<file path="src/rtl/wb_pkg.sv">
// Shared types and constants for the multi-lane writeback/commit stage.
// Lane count limits, PC increments and the per-lane commit record live here.
package wb_pkg;

   localparam int unsigned MIN_LANES = 1;
   localparam int unsigned MAX_LANES = 4;
   localparam int unsigned XLEN      = 32;

   localparam logic [XLEN-1:0] PC_INC_HALF = 32'd2;
   localparam logic [XLEN-1:0] PC_INC_FULL = 32'd4;

   typedef logic [XLEN-1:0] reg_data_t;
   typedef logic [XLEN-1:0] program_counter_t;
   typedef logic [4:0]      reg_idx_t;
   typedef logic [1:0]      program_state_t;

   typedef enum logic [2:0] {
      EXCEPT_NONE,
      EXCEPT_FLUSH,
      EXCEPT_MISPRED,
      EXCEPT_ILLEGAL,
      EXCEPT_ECALL
   } except_code_t;

   typedef enum logic [1:0] {
      RD_NONE,
      RD_REG,
      RD_REG_AND_PC,
      RD_FLUSH
   } rd_sel_t;

   typedef struct packed {
      logic         valid;
      except_code_t code;
   } except_t;

   typedef struct packed {
      reg_idx_t idx;
   } rd_t;

   typedef struct packed {
      rd_sel_t rd_sel;
      rd_t     rd;
   } decode_t;

   typedef struct packed {
      logic             valid;
      program_counter_t pc;
      logic             half;
      except_t          except;
      decode_t          decode;
   } issued_instr_t;

   typedef struct packed {
      logic      valid;
      reg_idx_t  idx;
      reg_data_t data;
   } int_arch_reg_wb_t;

   typedef struct packed {
      logic             commit;
      logic             is_event;
      logic             pc_alter;
      int_arch_reg_wb_t wb;
   } lane_rec_t;

   function automatic program_counter_t pc_next(input program_counter_t pc, input logic half);
      return pc + (half ? PC_INC_HALF : PC_INC_FULL);
   endfunction

endpackage

</file>
<file path="src/rtl/wb_lane_eval.sv">
// Per-lane combinational evaluation: event detection, redirect target and
// the raw (pre-squash, pre-WAW) register write for one retiring instruction.
module wb_lane_eval
   import wb_pkg::*;
(
   input  logic             i_active,
   input  issued_instr_t    i_instr,
   input  reg_data_t        i_data,
   output lane_rec_t        o_rec,
   output program_counter_t o_target
);

   logic valid;
   logic exc_redirect;
   logic writes_reg;

   assign valid        = i_active && i_instr.valid;
   assign exc_redirect = i_instr.except.valid &&
                         (i_instr.except.code == EXCEPT_FLUSH ||
                          i_instr.except.code == EXCEPT_MISPRED);
   assign writes_reg   = (i_instr.decode.rd_sel == RD_REG ||
                          i_instr.decode.rd_sel == RD_REG_AND_PC) &&
                         (i_instr.decode.rd.idx != '0);

   always_comb begin
      o_rec          = '0;
      o_target       = '0;
      o_rec.commit   = valid;
      o_rec.is_event = valid && (exc_redirect || i_instr.decode.rd_sel == RD_FLUSH);
      o_rec.pc_alter = valid && exc_redirect;
      if (o_rec.pc_alter) begin
         o_target = (i_instr.except.code == EXCEPT_MISPRED) ? i_data
                                                            : pc_next(i_instr.pc, i_instr.half);
      end
      if (valid && writes_reg) begin
         o_rec.wb.valid = 1'b1;
         o_rec.wb.idx   = i_instr.decode.rd.idx;
         o_rec.wb.data  = (i_instr.decode.rd_sel == RD_REG_AND_PC) ? pc_next(i_instr.pc, i_instr.half)
                                                                   : i_data;
      end
   end

endmodule

</file>
<file path="src/rtl/writeback_multi.sv">
// N-lane in-order writeback/commit: oldest-event priority with younger-lane
// squash, same-cycle WAW masking, post-flush shadow and cycle/instret counters.
module writeback_multi
   import wb_pkg::*;
#(
   parameter int unsigned NUM_LANES    = 2,
   parameter int unsigned FLUSH_SHADOW = 1,
   parameter int unsigned CNT_W        = 64
)(
   input  logic             i_clk,
   input  logic             i_rst_n,
   input  program_state_t   i_ps,
   input  issued_instr_t    i_instr      [NUM_LANES],
   input  reg_data_t        i_data       [NUM_LANES],
   output int_arch_reg_wb_t o_int_reg_wb [NUM_LANES],
   output logic             o_flush,
   output logic             o_ps_alter,
   output program_state_t   o_ps,
   output logic             o_pc_alter,
   output program_counter_t o_pc,
   output logic [CNT_W-1:0] o_cycle_count,
   output logic [CNT_W-1:0] o_instret
);

   localparam int unsigned SHADOW_W = $clog2(FLUSH_SHADOW + 1);

   logic [SHADOW_W-1:0] shadow_cnt;
   logic [SHADOW_W-1:0] shadow_nxt;
   logic                active;
   lane_rec_t           rec     [NUM_LANES];
   program_counter_t    target  [NUM_LANES];
   int_arch_reg_wb_t    wb_nxt  [NUM_LANES];
   logic [NUM_LANES-1:0] commit;
   logic                found;
   logic                flush_nxt;
   logic                pc_alter_nxt;
   program_counter_t    pc_nxt;
   logic [CNT_W-1:0]    retire_cnt;
   logic                unused_ps;

   assign active    = (shadow_cnt == '0);
   assign unused_ps = ^i_ps;

   for (genvar g = 0; g < NUM_LANES; g++) begin : g_lane
      wb_lane_eval u_eval (
         .i_active (active),
         .i_instr  (i_instr[g]),
         .i_data   (i_data[g]),
         .o_rec    (rec[g]),
         .o_target (target[g])
      );
   end

   // Walk oldest to youngest; the first event closes the bundle.
   always_comb begin
      found        = 1'b0;
      flush_nxt    = 1'b0;
      pc_alter_nxt = 1'b0;
      pc_nxt       = '0;
      retire_cnt   = '0;
      commit       = '0;
      for (int unsigned k = 0; k < NUM_LANES; k++) begin
         if (!found && rec[k].commit) begin
            commit[k]  = 1'b1;
            retire_cnt = retire_cnt + CNT_W'(1);
            if (rec[k].is_event) begin
               found        = 1'b1;
               flush_nxt    = 1'b1;
               pc_alter_nxt = rec[k].pc_alter;
               pc_nxt       = target[k];
            end
         end
      end
   end

   always_comb begin
      for (int unsigned k = 0; k < NUM_LANES; k++) begin
         wb_nxt[k] = '0;
         if (commit[k] && rec[k].wb.valid) begin
            wb_nxt[k] = rec[k].wb;
            for (int unsigned j = k + 1; j < NUM_LANES; j++) begin
               if (commit[j] && rec[j].wb.valid && rec[j].wb.idx == rec[k].wb.idx) begin
                  wb_nxt[k] = '0;
               end
            end
         end
      end
   end

   always_comb begin
      shadow_nxt = shadow_cnt;
      if (flush_nxt) begin
         shadow_nxt = SHADOW_W'(FLUSH_SHADOW);
      end else if (shadow_cnt != '0) begin
         shadow_nxt = shadow_cnt - SHADOW_W'(1);
      end
   end

   always_ff @(posedge i_clk or negedge i_rst_n) begin
      if (!i_rst_n) begin
         shadow_cnt    <= '0;
         o_flush       <= 1'b0;
         o_pc_alter    <= 1'b0;
         o_pc          <= '0;
         o_cycle_count <= '0;
         o_instret     <= '0;
         for (int unsigned k = 0; k < NUM_LANES; k++) begin
            o_int_reg_wb[k] <= '0;
         end
      end else begin
         shadow_cnt    <= shadow_nxt;
         o_flush       <= flush_nxt;
         o_pc_alter    <= pc_alter_nxt;
         o_pc          <= pc_nxt;
         o_cycle_count <= o_cycle_count + CNT_W'(1);
         o_instret     <= o_instret + retire_cnt;
         for (int unsigned k = 0; k < NUM_LANES; k++) begin
            o_int_reg_wb[k] <= wb_nxt[k];
         end
      end
   end

   assign o_ps_alter = 1'b0;
   assign o_ps       = '0;

endmodule

</file>
<file path="config.mk">
export PLATFORM = sky130hd
export DESIGN_NAME = writeback_multi
export DESIGN_NICKNAME = d
export VERILOG_FILES = /design/src/rtl/wb_pkg.sv /design/src/rtl/wb_lane_eval.sv /design/src/rtl/writeback_multi.sv
export SDC_FILE = /design/constraint.sdc
export NUM_CORES = 1
export LEC_CHECK = 0
export ABC_AREA = 1
export BUFFER_PORTS_ARGS = -buffer_cell sky130_fd_sc_hd__buf_2
export CAP_MARGIN = 10
export CORE_MARGIN = 2
export CORE_UTILIZATION = 53
export DETAILED_ROUTE_END_ITERATION = 8
export PLACE_DENSITY = 0.89
export SETUP_SLACK_MARGIN = 0.05
export SLEW_MARGIN = 20
export SYNTH_ARGS = -nofsm -noshare
export SYNTH_HDL_FRONTEND = slang
export SYNTH_SLANG_ARGS = --single-unit
</file>
<file path="constraint.sdc">
create_clock -name i_clk -period 4.3 [get_ports i_clk]
set_input_delay 0.215 -clock i_clk [delete_from_list [all_inputs] [get_ports i_clk]]
set_output_delay 0.215 -clock i_clk [all_outputs]
set_load 0.02 [all_outputs]
</file>
==> results.sh, run 1 <==
export IMPL_die_w_um=166
export IMPL_clock_skew_ns=0.0112
export IMPL_ios=399
export IMPL_leakagePower_nw=9.58
export IMPL_worstReg2RegEnd="o_instret[62]"
export IMPL_synth_cells=1895
export IMPL_period_needed_ns=3.54
export IMPL_final_net_count=2526
export IMPL_r2r_cells=17
export IMPL_grt_pass1_wl_mm=79.6
export IMPL_netlist_area_sq_mm=0.0139
export IMPL_end_kind="flop"
export IMPL_cts_htree_levels=1
export IMPL_grt_max_degree=123
export IMPL_fin_cells=2714
export IMPL_utilization=0.687
export IMPL_slew_violations=0
export IMPL_yosysWarnings=0
export IMPL_drtAntennaViolNets=0
export IMPL_clkLatencyLatePin_ns=0.55
export IMPL_hpwl_mm=40.4
export IMPL_rsz0062_at_grt="no"
export IMPL_vias=14900
export IMPL_antenna_found_initial=6
export IMPL_grtUsageTotal=0.369
export IMPL_start_util=0.537
export IMPL_max_freq_mhz=282
export IMPL_area_growth_pct=28.1
export IMPL_worstSetupPathType="flop to flop"
export IMPL_p_per_area_mw_per_mm2=317
export IMPL_cts_tree="yes"
export IMPL_dieArea_sq_mm=0.0275
export IMPL_rr_startpoint="o_flush"
export IMPL_required_ns=4.73
export IMPL_path_max_fanout=7
export IMPL_yosysSeqAreaShare=0.428
export IMPL_p_total_w=0.00564
export IMPL_path_clk_slew_ns=0.06
export IMPL_grt_pass1_vias=14300
export IMPL_core_area_sq_mm=0.0259
export IMPL_tightest_slew_ns=1.05
export IMPL_post_route_period_util=0.824
export IMPL_ys_types=36
export IMPL_ir_drop_v=0.000352
export IMPL_endpoint="o_instret[62]"
export IMPL_dpl_cell_count=2591
export IMPL_synth_seq_cells=238
export IMPL_hold_ws_ns=-0.00212
export IMPL_wire_per_inst_um=19.3
export IMPL_fin_tns_setup_ns=0
export IMPL_startpoint_type="flop"
export IMPL_yosysTopAreaCell="dfrtp_1"
export IMPL_routed_via_density=5.50
export IMPL_cts_buffers=27
export IMPL_drt_total_wl_mm=52.3
export IMPL_drt_iter0_markers=1666
export IMPL_drt_pass1_iter_count=7
export IMPL_hold_viol=1
export IMPL_slew_headroom=0.301
export IMPL_crit_start="o_flush"
export IMPL_gr_total_overflow=0
export IMPL_rows=59
export IMPL_syn_area_per_cell_sq_um=7.34
export IMPL_cts_buffer_depth=3
export IMPL_postCtsSetupBuffers=0
export IMPL_synth_top_area_share=0.428
export IMPL_layout_drive_gt1_share=0.198
export IMPL_max_cap_viol_count=0
export IMPL_status="finished with violations"
export IMPL_ys_top_cells_by_area="dfrtp_1, nand2_1, nor2_1"
export IMPL_root_buffer="clkbuf_16"
export IMPL_drc=0
export IMPL_numClockSinks=238
export IMPL_die_y_um=166
export IMPL_setup_viol=0
export IMPL_io_buffers=393
export IMPL_cp_arrival_ns=3.98
export IMPL_violations="negative hold slack"
export IMPL_rrSetupSlack_ns=0.76
export IMPL_hold_path_class="input pin to flop"
export IMPL_gp_congestion=0.980
[worst max-delay path, cell delays in order, from the launching register on]
cell and delay, ns:
dfrtp_1 0.38, inv_2 0.09, nand2_2 0.09, nor2_1 0.14, nand2_2 0.07, nand2_2 0.17
nor2_2 0.07, ha_1 0.29, ha_1 0.15, inv_1 0.07, fa_1 0.44, inv_1 0.15
nand3_2 0.14, nor2_1 0.34, nand3_1 0.22, nor3_1 0.30, nand3_1 0.16, xor2_1 0.17
[power by group]
part	switching, W	total (W)	internal, W
clock network	0.000998	0.00240	0.00140
registers	0.0000718	0.00240	0.00233
logic	0.000564	0.000846	0.000282
[how the worst min path moves through the flow]
stage | from | end | slack [ns] | cells after the start
after CTS | i_instr[0] | o_int_reg_wb[32] | 0.001 | 3
after detailed placement | i_rst_n | o_instret[33] | 0.38 | 1
final | i_data[34] | o_int_reg_wb[40] | -0.002 | 3
after global placement | i_rst_n | o_instret[27] | 0.37 | 1
after global routing | i_data[11] | o_pc[11] | 0.01 | 3
after floorplan | i_rst_n | o_cycle_count[0] | -0.08 | 0
[cell type report]
class                           count  area (sq um)
Antenna cell                        5          12.5
Fill cell                        2172          8110
Timing Repair Buffer              468          2720
Clock buffer                       31           731
Multi-Input combinational cell   1404          6970
Inverter                          214           803
Tap cell                          335           419
Clock inverter                     19           185
Sequential cell                   238          5960
[registers in the layout, indices dropped and copies added, names as in the netlist]
name           count
o_instret         64
o_cycle_count     64
o_pc              32
o_int_reg_wb      76
o_pc_alter         1
o_flush            1
[what timing repair did]
| item | in CTS | in global routing |
|---|---|---|
| hold buffers | 68 | 0 |
| resized for setup | 0 | 0 |
| endpoints found under the hold margin | 191 | 0 |
[synthesized netlist by cell type]
library cell and n:
nand2_1 485, nor2_1 314, dfrtp_1 238, inv_1 212
xor2_1 113, nand3_1 111, o21ai_0 100, nor3_1 71
nand4_1 49, xnor2_1 45, a21oi_1 36, clkbuf_1 28
ha_1 12, a21o_1 10, o211ai_1 10, nor4_1 7
buf_2 5, nand2_2 5, nor3b_1 5, a211oi_1 4
nand3b_1 4, nor2_2 4, and2_1 3, buf_4 3
buf_6 3, fa_1 3, o22ai_1 3, buf_1 2
inv_2 2, nand3_2 2, a31oi_1 1, and3_1 1
conb_1 1, nor2_4 1, nor3_4 1, o21ai_2 1
[layout by cell type, fill, tap and decap left out, types with 4 or more instances in the layout]
| cell type | netlist | routed |
|---|---|---|
| nand2_1 | 485 | 484 |
| buf_2 | 5 | 392 |
| nor2_1 | 314 | 314 |
| dfrtp_1 | 238 | 238 |
| inv_1 | 212 | 212 |
| xor2_1 | 113 | 113 |
| nand3_1 | 111 | 111 |
| o21ai_0 | 100 | 100 |
| nor3_1 | 71 | 71 |
| dlygate4sd3_1 | 0 | 68 |
| nand4_1 | 49 | 49 |
| xnor2_1 | 45 | 45 |
| a21oi_1 | 36 | 36 |
| clkbuf_16 | 0 | 27 |
| clkinv_2 | 0 | 11 |
| a21o_1 | 10 | 10 |
| o211ai_1 | 10 | 10 |
| ha_1 | 12 | 10 |
| nor4_1 | 7 | 7 |
| nand2_2 | 5 | 6 |
| buf_4 | 3 | 6 |
| diode_2 | 0 | 5 |
| nor3b_1 | 5 | 5 |
| nor2_2 | 4 | 4 |
| nand3b_1 | 4 | 4 |
| a211oi_1 | 4 | 4 |
| clkbuf_8 | 0 | 4 |
[per-layer routing]
layer / track usage / wire length (um)
met1: 0.463 / 20200
met2: 0.608 / 24000
met3: 0.0672 / 4650
met4: 0.204 / 3430
met5: 0 / 11
[kinds of logic (layout without fill, tap and decap cells)]
group	count (synthesis)	after routing	share of synthesized area
adders and majority gates	15	15	0.0151
other	1	8	0.000270
xor gates and xnor gates	158	158	0.0995
buffers and inverters	255	732	0.0717
DFF	238	238	0.428
and+or+nand+nor	1063	1063	0.321
AOI/OAI and AO/OA	165	165	0.0644
[stage by stage]
stage | setup WS (ns) | hold WS, ns | area, sq um
finish | 0.756 | -0.00212 | 17800
global route | 0.480 | 0.0124 | 17800
CTS | 0.834 | 0.00135 | 17800
detailed placement | 0.890 | 0.382 | 16200
global placement | 1.03 | 0.370 | 16200
floorplan | 1.15 | -0.0806 | 13900
(Power assumes the default switching activity.)
==> run 2: changes to the inputs <==
clock period = 3.69 ns   (was 4.3 ns; I/O delays follow)
==> run 2 against run 1 <==
  * The run now ends clean
  * Via count increased by 0.66%
  * Final area increased by 0.84%
  * Combinational power increased by 18%
  * Non-clock buffer count increased by 12
  * Total power increased by 18%
  * Sequential power increased by 16%
  * Routed wire length increased by 0.92%
  * Clock skew increased by 0.0053 ns
  * Register-to-register slack got worse by 0.34 ns
  * First-iteration DRC count decreased by 11%
  * Sequential share of layout area decreased by 0.28 points
  * Utilization increased by 0.58 points
  * Critical path type unchanged
  * Largest cell class unchanged
  * Largest power group is now clock
==> results.sh, run 2 (synthesis results as in run 1) <==
export IMPL_status="complete, no violations"
export IMPL_slew_violations=0
export IMPL_grt_pass1_wl_mm=80.8
export IMPL_fin_cells=2728
export IMPL_cts_htree_levels=1
export IMPL_numClockSinks=238
export IMPL_p_total_w=0.00664
export IMPL_drc=0
export IMPL_dieArea_sq_mm=0.0275
export IMPL_gp_congestion=0.981
export IMPL_post_route_period_util=0.888
export IMPL_routed_via_density=5.51
export IMPL_max_cap_viol_count=0
export IMPL_grt_max_degree=100
export IMPL_vias=15000
export IMPL_final_cell_mix="nand2_1, buf_2, nor2_1, dfrtp_1, inv_1"
export IMPL_setup_viol=0
export IMPL_drtAntennaViolNets=0
export IMPL_hpwl_mm=40.6
export IMPL_layout_drive_gt1_share=0.197
export IMPL_dpl_cell_count=2593
export IMPL_core_area_sq_mm=0.0259
export IMPL_largest_register_ffs=76
export IMPL_final_net_count=2538
export IMPL_p_per_area_mw_per_mm2=370
export IMPL_n_fill_cell=2150
export IMPL_grt_pass1_vias=14700
export IMPL_required_ns=4.12
export IMPL_cts_tree="yes"
export IMPL_drt_iter0_markers=1488
export IMPL_io_buffers=393
export IMPL_wire_per_inst_um=19.4
export IMPL_ir_drop_v=0.000377
export IMPL_reg_top3="o_int_reg_wb (76), o_cycle_count (64), o_instret (64)"
export IMPL_clock_skew_ns=0.0164
export IMPL_slowest_stage="fa_1"
export IMPL_startpoint_type="flop"
export IMPL_worst_path_buf_inv=3
export IMPL_utilization=0.693
export IMPL_cts_buffers=27
export IMPL_end_kind="flop"
export IMPL_seqCellArea_sq_mm=0.00596
export IMPL_grtUsageTotal=0.373
export IMPL_clkLatencyLatePin_ns=0.54
export IMPL_fin_tns_setup_ns=0
export IMPL_period_needed_ns=3.28
export IMPL_die_w_um=166
export IMPL_multi_input_area_sq_mm=0.00698
export IMPL_cts_buffer_depth=3
export IMPL_postCtsSetupBuffers=0
export IMPL_crit_family="simple AND/OR/NAND/NOR gates"
export IMPL_antenna_found_initial=7
export IMPL_rsz0062_at_grt="no"
export IMPL_worstSetupPathType="flop to flop"
export IMPL_drt_total_wl_mm=52.8
export IMPL_area_growth_pct=29.1
export IMPL_cp_cell_sequence="inv_2, nand2_2, nor2_1, nand2_2, nand2_2, nor2_2, ha_1, ha_1, inv_1, fa_1, inv_1, nand3_2, nor2_2, nand3_1, nor3_2, nand3_1, xor2_1"
export IMPL_start_util=0.537
export IMPL_max_freq_mhz=305
export IMPL_slew_headroom=0.275
export IMPL_gr_total_overflow=0
export IMPL_hold_path_class="input pin to flop"
export IMPL_path_max_fanout=7
export IMPL_tightest_slew_ns=1.09
export IMPL_cp_slowest_stage_delay_ns=0.44
export IMPL_path_common_cell="nand2_2"
export IMPL_path_clk_slew_ns=0.06
export IMPL_leakagePower_nw=9.64
export IMPL_cp_arrival_ns=3.71
export IMPL_rows=59
export IMPL_hold_viol=0
export IMPL_largest_register="o_int_reg_wb"
export IMPL_final_common_cell="nand2_1"
export IMPL_root_buffer="clkbuf_16"
export IMPL_die_y_um=166
export IMPL_ios=399
export IMPL_drt_pass1_iter_count=6
## run 2: cell types whose count changed in the layout (fill, tap and decap cells not counted)
cell,before,now
nor3_2,0,1
nor2_2,4,5
clkbuf_1,0,4
bufinv_16,3,4
diode_2,5,7
clkinvlp_4,3,2
nor3_1,71,70
clkbuf_8,4,5
dlygate4sd3_1,68,78
clkinv_4,1,0
nor2_1,314,313
buf_4,6,8
clkinv_2,11,7
## run 2: metal layers
layer  global-route usage  vias up  share of wire
met3               0.0724      176          0.088
li1                     -     6967              -
met1                0.466     7048           0.39
met2                0.607      826           0.46
met4                0.221        2          0.064
met5                    0        -        0.00025
## run 2: metrics by stage
stage                     hold WS [ns]  setup WS [ns]  cell area [sq um]
final                          0.00627          0.412              18000
after global routing            0.0229          0.102              17900
after CTS                      0.00148          0.229              17900
after detailed placement         0.287          0.248              16200
after global placement           0.267          0.427              16200
after floorplan                 -0.111          0.541              13900
## run 2: timing repair
action,in CTS,in global routing
setup endpoints to repair,0,1
endpoints found under the hold margin,176,0
gates resized for setup,0,2
hold buffers,78,0
## run 2: area by class of cell
class                      count  share of cell area
clock buffer                  36              0.0423
timing repair buffer         480               0.158
sequential                   238               0.332
tap                          335              0.0233
clock inverter                14             0.00997
inverter                     214              0.0447
antenna                        7            0.000976
multi-input combinational   1404               0.389
## run 2: power by group
part	total [W]	switching, W	internal, W
Sequential	0.00279	0.0000786	0.00271
Clock	0.00285	0.00113	0.00172
Combinational	0.00100	0.000664	0.000337
## run 2: final timing paths
kind	slack (ns)	cells after the start	endpoint	start
max in group asynchronous	2.38	3	o_int_reg_wb[44]	i_rst_n
min reg2reg	0.47	1	o_cycle_count[63]	o_cycle_count[63]
min in group asynchronous	0.26	2	o_instret[33]	i_rst_n
min	0.006	3	o_int_reg_wb[30]	i_instr[42]
max	0.41	17	o_instret[62]	o_flush
max reg2reg	0.41	17	o_instret[62]	o_flush
## run 2: tightest hold or removal path: cells and delay by family
kind / cells / cell delay (ns)
compound gates: 1 / 0.14
buf+inv: 1 / 0.11
xor+xnor: 1 / 0.08
